===== src/rtl/mux_scan_serializer.sv =====
// Sequencer around an 8:1 mux: latch a word, step sel through all channels,
// sample Y per channel, emit serial bits plus a recaptured byte and compare.
module mux_scan_serializer #(
  parameter int SETTLE_CYC = 2,
  parameter bit MSB_FIRST  = 1'b0
) (
  input  logic       clk,
  input  logic       rst,
  input  logic       start,
  input  logic [7:0] data_in,
  output logic [7:0] i_bus,
  output logic [2:0] sel,
  input  logic       y_in,
  output logic       ser_out,
  output logic       ser_valid,
  output logic [7:0] cap_data,
  output logic       busy,
  output logic       done,
  output logic       err
);

  typedef enum logic [1:0] {
    IDLE,
    SETTLE,
    SAMPLE,
    DONE
  } state_t;

  localparam logic [2:0] FIRST = MSB_FIRST ? 3'd7 : 3'd0;
  localparam logic [2:0] LAST  = MSB_FIRST ? 3'd0 : 3'd7;
  localparam logic [3:0] CNT_END = 4'(SETTLE_CYC - 1);

  state_t     state;
  logic [3:0] cnt;

  // Scan sequencer: settle, sample, step channel; all outputs registered.
  always_ff @(posedge clk) begin
    if (rst) begin
      state     <= IDLE;
      cnt       <= '0;
      i_bus     <= '0;
      sel       <= '0;
      cap_data  <= '0;
      ser_out   <= 1'b0;
      ser_valid <= 1'b0;
      busy      <= 1'b0;
      done      <= 1'b0;
      err       <= 1'b0;
    end else begin
      ser_valid <= 1'b0;
      unique case (state)
        IDLE: begin
          done <= 1'b0;
          if (start) begin
            i_bus    <= data_in;
            cap_data <= '0;
            err      <= 1'b0;
            sel      <= FIRST;
            cnt      <= '0;
            busy     <= 1'b1;
            state    <= SETTLE;
          end else begin
            busy <= 1'b0;
          end
        end
        SETTLE: begin
          cnt <= cnt + 4'd1;
          if (cnt == CNT_END) begin
            state <= SAMPLE;
          end
        end
        SAMPLE: begin
          cap_data[sel] <= y_in;
          ser_out       <= y_in;
          ser_valid     <= 1'b1;
          if (sel == LAST) begin
            state <= DONE;
          end else begin
            sel   <= MSB_FIRST ? sel - 3'd1 : sel + 3'd1;
            cnt   <= '0;
            state <= SETTLE;
          end
        end
        DONE: begin
          done  <= 1'b1;
          busy  <= 1'b1;
          err   <= (cap_data != i_bus);
          state <= IDLE;
        end
        default: state <= IDLE;
      endcase
    end
  end

endmodule


===== config.mk =====
export PLATFORM = sky130hd
export DESIGN_NAME = mux_scan_serializer
export DESIGN_NICKNAME = d
export VERILOG_FILES = /design/src/rtl/mux_scan_serializer.sv
export SDC_FILE = /design/constraint.sdc
export NUM_CORES = 1
export LEC_CHECK = 0
export BUFFER_PORTS_ARGS = -buffer_cell sky130_fd_sc_hd__buf_4
export CORE_MARGIN = 1.5
export CORE_UTILIZATION = 35
export CTS_CLUSTER_DIAMETER = 80
export DETAILED_ROUTE_END_ITERATION = 10
export PLACE_DENSITY = 0.67
export SKIP_LAST_GASP = 1
export SYNTH_ARGS = -nofsm -noshare
export SYNTH_HDL_FRONTEND = slang
export SYNTH_SLANG_ARGS = --single-unit

===== constraint.sdc =====
create_clock -name clk -period 2.8 [get_ports clk]
set_input_delay 0.14 -clock clk [delete_from_list [all_inputs] [get_ports clk]]
set_output_delay 0.14 -clock clk [all_outputs]
set_load 0.02 [all_outputs]

# == Word-level counts from Yosys, hierarchy flattened ==
# Cells that the tools add are included.
# word_totals
in_bits,12
out_inout_bits,24
elab_cells,55
register_bits,30
# classes
magnitude_cmp,2
addsub,2
n_eq_ne,9
n_reduce_logical,11
muxes,21
# op_table
cell,count
case mux 8 bit (2 select lines),1
case mux 4 bit (3 select lines),1
bitwise mux 8 bit,1
two-way mux 4 bit,2
two-way mux 8 bit,1
!= test 8 bit,1
case mux 2 bit (4 select lines),1
AND reduction 2 bit,4
two-way mux 2 bit,3
two-way mux 3 bit,2
!= test 2 bit (second input constant),3
case mux 1 bit (2 select lines),3
case mux 3 bit (2 select lines),1
AND reduction 3 bit,2
adder 4 x 1 -> 4 bit (second input constant),1
equality test 2 bit (second input constant),2
equality test 4 x 1 -> 1 bit (second input constant),1
less-than comparator 3 x 4 -> 1 bit (second input constant),1
two-way mux 1 bit,4
nonzero test 2 bit,2
adder 3 x 1 -> 3 bit (second input constant),1
demux 1 bit (select 3 bit),1
equality test 3 bit (second input constant),1
>= comparator 3 x 1 -> 1 bit (second input constant),1
other kinds (4),4

# == Depth between registers and ports, before layout ==
# Gate-level depths: netlist of run 1.
# logic_depth
word_depth,6
ltp_mapped,7
depth_no_buf,6

# == Worst setup path after synthesis of run 1 ==
# Ideal clock, no wire load.
# synth_path
kind,register -> register
startpoint,reg sel[1]
endpoint,reg cnt[2]
arrival_ns,1.584
setup_slack_ns,1.083
setup_time_ns,0.132
path_stages_with_launch,7
cell_sequence,dfxtp_1 ha_1 ha_1 and2_1 or3_4 o21ai_1 a21oi_1
# synth_between
elab_chain_len,3
# synth_rtl
element,line,source
start: declaration,12,"output logic [2:0] sel,"
start signal: assignment,79,sel <= MSB_FIRST ? sel - 3'd1 : sel + 3'd1;
equality test 3 bit,76,if (sel == LAST) begin
!= test 2 bit (no line),n/a,
AND reduction 3 bit (no line),n/a,
end signal: assignment,67,cnt <= cnt + 4'd1;
end: declaration,34,logic [3:0] cnt;
# No other way between the ends.
# A chain may end at the register's enable or synchronous reset.

# == Worst setup path in the final report of run 1 ==
# layout_path
startpoint,reg state[0]
endpoint,reg cnt[0]
# layout_between
elab_chain_len,3
# layout_rtl
element,line,source
start: declaration,33,state_t state;
start signal: assignment,39,state <= IDLE;
start signal: assignment,61,state <= SETTLE;
start signal: assignment,69,state <= SAMPLE;
equality test 2 bit (tied with other cells),51,unique case (state)
!= test 2 bit (no line) / nonzero test 3 bit (equally long branches),n/a,
AND reduction 3 bit (no line),n/a,
# Several ways; a longest one is shown, not always the timed one.

==> summary.md, run 1 <==
| Metric | Value |
|---|---|
| Die height | `68.47 um` |
| Vias in the first global route | `1,183` |
| CTS clk-pin slew, worst paths | `60 ps` |
| Number of setup violations in the final report | `0` |
| Most frequent cells in the layout | `35 x buf_4, 32 x a21oi_1, 31 x nand2_1` |
| Clock sink count | `30` |
| First-pass GRT wire length | `5457 um` |
| Skew-Pair Late Insertion Delay | `280 ps` |
| Synth unique cells | `32` |
| Share of cells above drive strength 1 | `0.2127` |
| Clock Skew | `4.409 ps` |
| CP endpoint kind | `register` |
| Worst-Margin Slew | `688.6 ps` |
| Max_slew headroom | `0.5400` |
| Power Density | `760.1 mW/mm^2` |
| Final min period | `1838 ps` |
| Detailed Route WL | `3314 um` |
| Final net count | `241` |
| WHS | `110.3 ps` |
| Total GRT Usage | `0.1559` |
| Critical Path Fanout Max | `8` |
| CTS tree | `done` |
| Clk root buf | `clkbuf_8` |
| Global placer's final weighted congestion | `0.8151` |
| Placed insts | `263` |
| Fmax | `543.9 MHz` |
| Htree depth | `2` |
| Setup crit start kind | `register` |
| Die ar. | `0.004688 sq mm` |
| Final Max Slew Viols | `0` |
| Row count | `23` |
| Cts hold-fix bufs | `0` |
| Ports | `36` |
| Register Area | `600.6 sq um` |
| Fill cells | `416` |
| Cell count after synthesis | `186` |
| RSZ-0062 raised after global routing | `no` |
| Critical Path RT | `3010 ps` |
| Drt first-iter violations | `42` |
| Gr ovfl total | `0` |
| Register area share after synthesis | `0.4003` |
| Non-filler cells, final | `271` |
| Setup WS pre-CTS | `992.0 ps` |
| TNS Setup | `0 ps` |
| Mean number of vias per cell | `5.030` |
| Most common cell after layout, fill and taps aside | `buf_4` |
| Multi-input gate area | `833.3 sq um` |
| Worst VDD drop | `0.4449 mV` |
| Final count of hold timing violations | `0` |
| WS Path Type | `register to register` |
| Initial Utilization | `0.3697` |
| Share of the clock period used by the worst path | `0.6566` |
| Net Count, Synth | `207` |
| Setup bufs post-CTS | `0` |
| Drt wl/cell | `12.23 um` |
| Number of max-cap violations | `0` |
| Port bufs | `35` |
| P_leak | `0.7505 nW` |
| Largest net degree at the start of global routing | `32` |
| Ant. Diodes | `0` |
| Crit path DAT | `2050 ps` |
| Ys Warns | `0` |
| Detailed placement HPWL | `2364 um` |
| DRC | `0` |
| PnR worst setup slack | `961.6 ps` |
| DRT Pass-1 Iters | `4` |
| Max Buffers Root-to-Sink | `2` |
| Synth Register Bits | `30` |
| Initial antenna violation count | `0` |
| Die width | `68.47 um` |
| Vias | `1,363` |
| Post_cts resized | `0` |
| ANT nets after route | `0` |
| CORE AREA | `0.004058 sq mm` |
| Netlist Area Pre-Place | `0.001500 sq mm` |
| Status | `completed` |
| Area growth syn-to-layout | `25.10%` |
| Syn_area_per_cell | `8.066 sq um` |
| Worst min-delay path category | `primary input to register` |
| Total CTS buffers | `5` |
==> Yosys cell counts <==
library cell	number	area share
o21ai_0	10	0.033
or3_4	1	0.0075
nand3b_1	3	0.015
nand3_1	4	0.013
a21oi_2	1	0.0058
clkinv_1	1	0.0025
o31ai_1	2	0.010
nor3_2	3	0.020
nor2_1	11	0.028
o21ai_1	3	0.010
buf_2	2	0.0067
nand4_1	2	0.0083
a311oi_1	1	0.0058
clkbuf_1	5	0.013
or3b_1	1	0.0058
ha_1	9	0.075
a31oi_1	2	0.0083
nand4b_1	2	0.012
nor3b_1	1	0.0050
and2_1	4	0.017
nand2_1	31	0.078
a21oi_1	32	0.11
nand2b_1	2	0.0083
inv_1	6	0.015
nor3_1	1	0.0033
dfxtp_1	30	0.40
mux2i_1	1	0.0067
a211oi_1	1	0.0050
buf_6	1	0.0075
a22oi_1	1	0.0050
nor2b_1	4	0.017
xnor2_1	8	0.047
==> cell type report <==
type / count / area share
sequential: 30 / 0.3200
inverter: 7 / 0.01400
timing repair buffer: 35 / 0.1400
clock inverter: 1 / 0.002667
tap: 50 / 0.03333
clock buffer: 7 / 0.04600
multi-input combinational: 141 / 0.4440
==> state kept, by name (all words and copies together), names as in the netlist <==
name / cells
sel: 3
done: 1
ser_valid: 1
cap_data: 8
cnt: 4
err: 1
i_bus: 8
busy: 1
state: 2
ser_out: 1
==> kinds of logic (layout without fill, tap and decap cells) <==
group | count (synthesis) | count (layout) | share of synthesized area
xor gates and xnor gates | 8 | 8 | 0.04671
and+or+nand+nor | 70 | 70 | 0.2369
AOI/OAI and AO/OA | 53 | 53 | 0.1902
DFF | 30 | 30 | 0.4003
muxes | 1 | 1 | 0.006672
buffers and inverters | 15 | 50 | 0.04420
adders and majority gates | 9 | 9 | 0.07506
==> final timing paths <==
check,end,depth (start not counted),slack (ps),from
setup / recovery,cnt[0],6,960,state[0]
hold / removal,i_bus[4],3,110,data_in[4]
setup reg to reg,cnt[0],6,960,state[0]
hold reg to reg,ser_out,2,470,ser_out
==> through the flow <==
| stage | power (mW) | area, sq um | util |
|---|---|---|---|
| finish | 1.427 | 1877 | 0.4625 |
| global route | 1.528 | 1877 | 0.4625 |
| CTS | 1.438 | 1877 | 0.4625 |
| detailed placement | 1.079 | 1785 | 0.4400 |
| global placement | 1.075 | 1785 | 0.4400 |
| floorplan | 0.9344 | 1500 | - |
==> layer usage <==
layer	global-route usage	wire length, um	vias up	part of all wire
li1	-	-	705	-
met1	0.2305	1705	609	0.51
met2	0.2151	1359	42	0.41
met4	0.05250	48	0	0.014
met3	0.04112	199	7	0.060
met5	0	0	-	0
==> report_power, final <==
group	switching [mW]	total [mW]	internal (mW)	leakage [nW]
Combinational	0.327	0.533	0.206	0.459
Clock	0.157	0.355	0.198	0.0482
Sequential	0.0572	0.539	0.482	0.244
==> worst max-delay path: stages (launching register included) <==
cell and delay (ps):
dfxtp_1 350, inv_1 110, ha_1 260, nor2b_1 600, or3_4 270, nand2_1 50, a21oi_1 130
No activity file was read; power rests on OpenSTA's default activity.
==> inputs of run 2 (changes only) <==
- PLACE_DENSITY: 0.67 -> 0.69
- clock period: 2.8 -> 1.5 ns (I/O delays scaled with it)
==> summary.md, run 2 (synthesized netlist as in run 1, its figures left out) <==
| Metric | Value |
|---|---|
| Clk root buf | `clkbuf_8 (unchanged)` |
| Area growth syn-to-layout | `36.53% (was 25.10%)` |
| Initial Utilization | `0.3697 (unchanged)` |
| Final Max Slew Viols | `0 (unchanged)` |
| CP endpoint kind | `register (unchanged)` |
| Global placer's final weighted congestion | `0.7867 (was 0.8151)` |
| Mean number of vias per cell | `4.918 (was 5.030)` |
| Worst VDD drop | `1.110 mV (was 0.4449 mV)` |
| Clock sink count | `30 (unchanged)` |
| Depth of the most critical reg-to-reg path | `6 (unchanged)` |
| Fmax | `682.4 MHz (was 543.9 MHz)` |
| Final count of hold timing violations | `0 (unchanged)` |
| Power Density | `1381 mW/mm^2 (was 760.1 mW/mm^2)` |
| Status | `completed (unchanged)` |
| Total GRT Usage | `0.1488 (was 0.1559)` |
| Detailed Route WL | `3352 um (was 3314 um)` |
| Share of the clock period used by the worst path | `0.9770 (was 0.6566)` |
| Share of cells above drive strength 1 | `0.3233 (was 0.2127)` |
| Gr ovfl total | `0 (unchanged)` |
| DRC | `0 (unchanged)` |
| Worst min-delay path category | `primary input to register (unchanged)` |
| Die width | `68.47 um (unchanged)` |
| Ant. Diodes | `0 (unchanged)` |
| Critical Path RT | `1650 ps (was 3010 ps)` |
| DRT Pass-1 Iters | `4 (unchanged)` |
| RSZ-0062 raised after global routing | `yes (was no)` |
| Final Util | `0.5048 (was 0.4625)` |
| Worst-Margin Slew | `350.9 ps (was 688.6 ps)` |
| CTS tree | `done (unchanged)` |
| Hold Path Stages | `3 (unchanged)` |
| Row count | `23 (unchanged)` |
| ANT nets after route | `0 (unchanged)` |
| Final net count | `253 (was 241)` |
| TNS Setup | `0 ps (unchanged)` |
| Die ar. | `0.004688 sq mm (unchanged)` |
| CORE AREA | `0.004058 sq mm (unchanged)` |
| Vias in the first global route | `1,176 (was 1,183)` |
| Setup bufs post-CTS | `0 (unchanged)` |
| Setup crit start kind | `register (unchanged)` |
| Top flop regs | `cap_data: 8 flops, i_bus: 8 flops, cnt: 4 flops (unchanged)` |
| Critical Path Fanout Max | `4 (was 8)` |
| Drt first-iter violations | `84 (was 42)` |
| CTS clk-pin slew, worst paths | `60 ps (about the same)` |
| P_leak | `0.8100 nW (was 0.7505 nW)` |
| Drt wl/cell | `11.89 um (was 12.23 um)` |
| Detailed placement HPWL | `2441 um (was 2364 um)` |
| Vias | `1,387 (was 1,363)` |
| Number of max-cap violations | `0 (unchanged)` |
| Largest net degree at the start of global routing | `32 (unchanged)` |
| Ports | `36 (unchanged)` |
| Crit path DAT | `1620 ps (was 2050 ps)` |
| Most common cell after layout, fill and taps aside | `buf_4 (unchanged)` |
| First-pass GRT wire length | `5195 um (was 5457 um)` |
| Most frequent cells in the layout | `47 x buf_4, 32 x a21oi_1, 31 x nand2_1 (was 35 x buf_4, 32 x a21oi_1, 31 x nand2_1)` |
| Final min period | `1465 ps (was 1838 ps)` |
| Total CTS buffers | `5 (unchanged)` |
| Max_slew headroom | `0.7655 (was 0.5400)` |
| Max Buffers Root-to-Sink | `2 (unchanged)` |
| Number of setup violations in the final report | `0 (unchanged)` |
| Skew-Pair Late Insertion Delay | `280 ps (about the same)` |
| Die height | `68.47 um (unchanged)` |
| WS Path Type | `register to register (unchanged)` |
| Port bufs | `35 (unchanged)` |
| Initial antenna violation count | `0 (unchanged)` |
| Clock Skew | `7.247 ps (was 4.409 ps)` |
| Htree depth | `2 (unchanged)` |
-- run 2: final cells by class --
type                       instances  area, sq um
clock buffer                       7        76.32
timing repair buffer              47        352.8
multi-input combinational        141        913.4
sequential                        30        613.1
fill                             406         2009
tap                               50        62.56
inverter                           7        30.03
-- run 2: power breakdown --
group	internal (mW)	total (mW)	switching, mW	leakage (nW)
clock	0.318	0.591	0.273	0.0383
combinational	0.526	1.23	0.702	0.525
sequential	0.913	1.01	0.0955	0.246
total	1.76	2.83	1.07	0.810
-- run 2: timing repair --
item,in CTS,in global routing
endpoints found under the setup margin,0,10
hold buffers,0,0
gates resized for setup,0,14
endpoints found under the hold margin,0,0
-- run 2: path summary, 6_finish.rpt --
kind                            slack, ps        to        from
worst min-delay path                   40  i_bus[1]  data_in[1]
worst max register to register         30    cnt[2]      sel[1]
worst max-delay path                   30    cnt[2]      sel[1]
worst min register to register        470   ser_out     ser_out
-- run 2: metrics by stage --
stage / cell area [sq um] / setup WS, ps / hold WS (ps) / cells / power, mW
6_report: 2048 / 34.55 / 42.27 / 282 / 2.828
5_1_grt: 2048 / -19.51 / 35.28 / 282 / 3.032
4_1_cts: 2009 / 26.61 / 35.88 / 282 / 2.794
3_5_place_dp: 1933 / 35.92 / 333.0 / 275 / 2.195
3_3_place_gp: 1933 / 49.12 / 322.3 / 275 / 2.180
2_1_floorplan: 1564 / -3.862 / 211.0 / 186 / 1.818
-- run 2: worst max-delay path, cell delays in order (launching register included) --
cell and delay [ps]:
dfxtp_4 350, ha_4 150, ha_4 150, and2_4 150, or3_4 360, o21ai_2 120, a21oi_1 60
-- run 2: routing by layer --
| layer | vias up | global-route usage | part of all wire |
|---|---|---|---|
| met5 | - | 0 | 0 |
| met4 | 0 | 0.05250 | 0.0063 |
| met3 | 2 | 0.04112 | 0.052 |
| met2 | 35 | 0.2212 | 0.45 |
| met1 | 621 | 0.2046 | 0.49 |
| li1 | 729 | - | - |
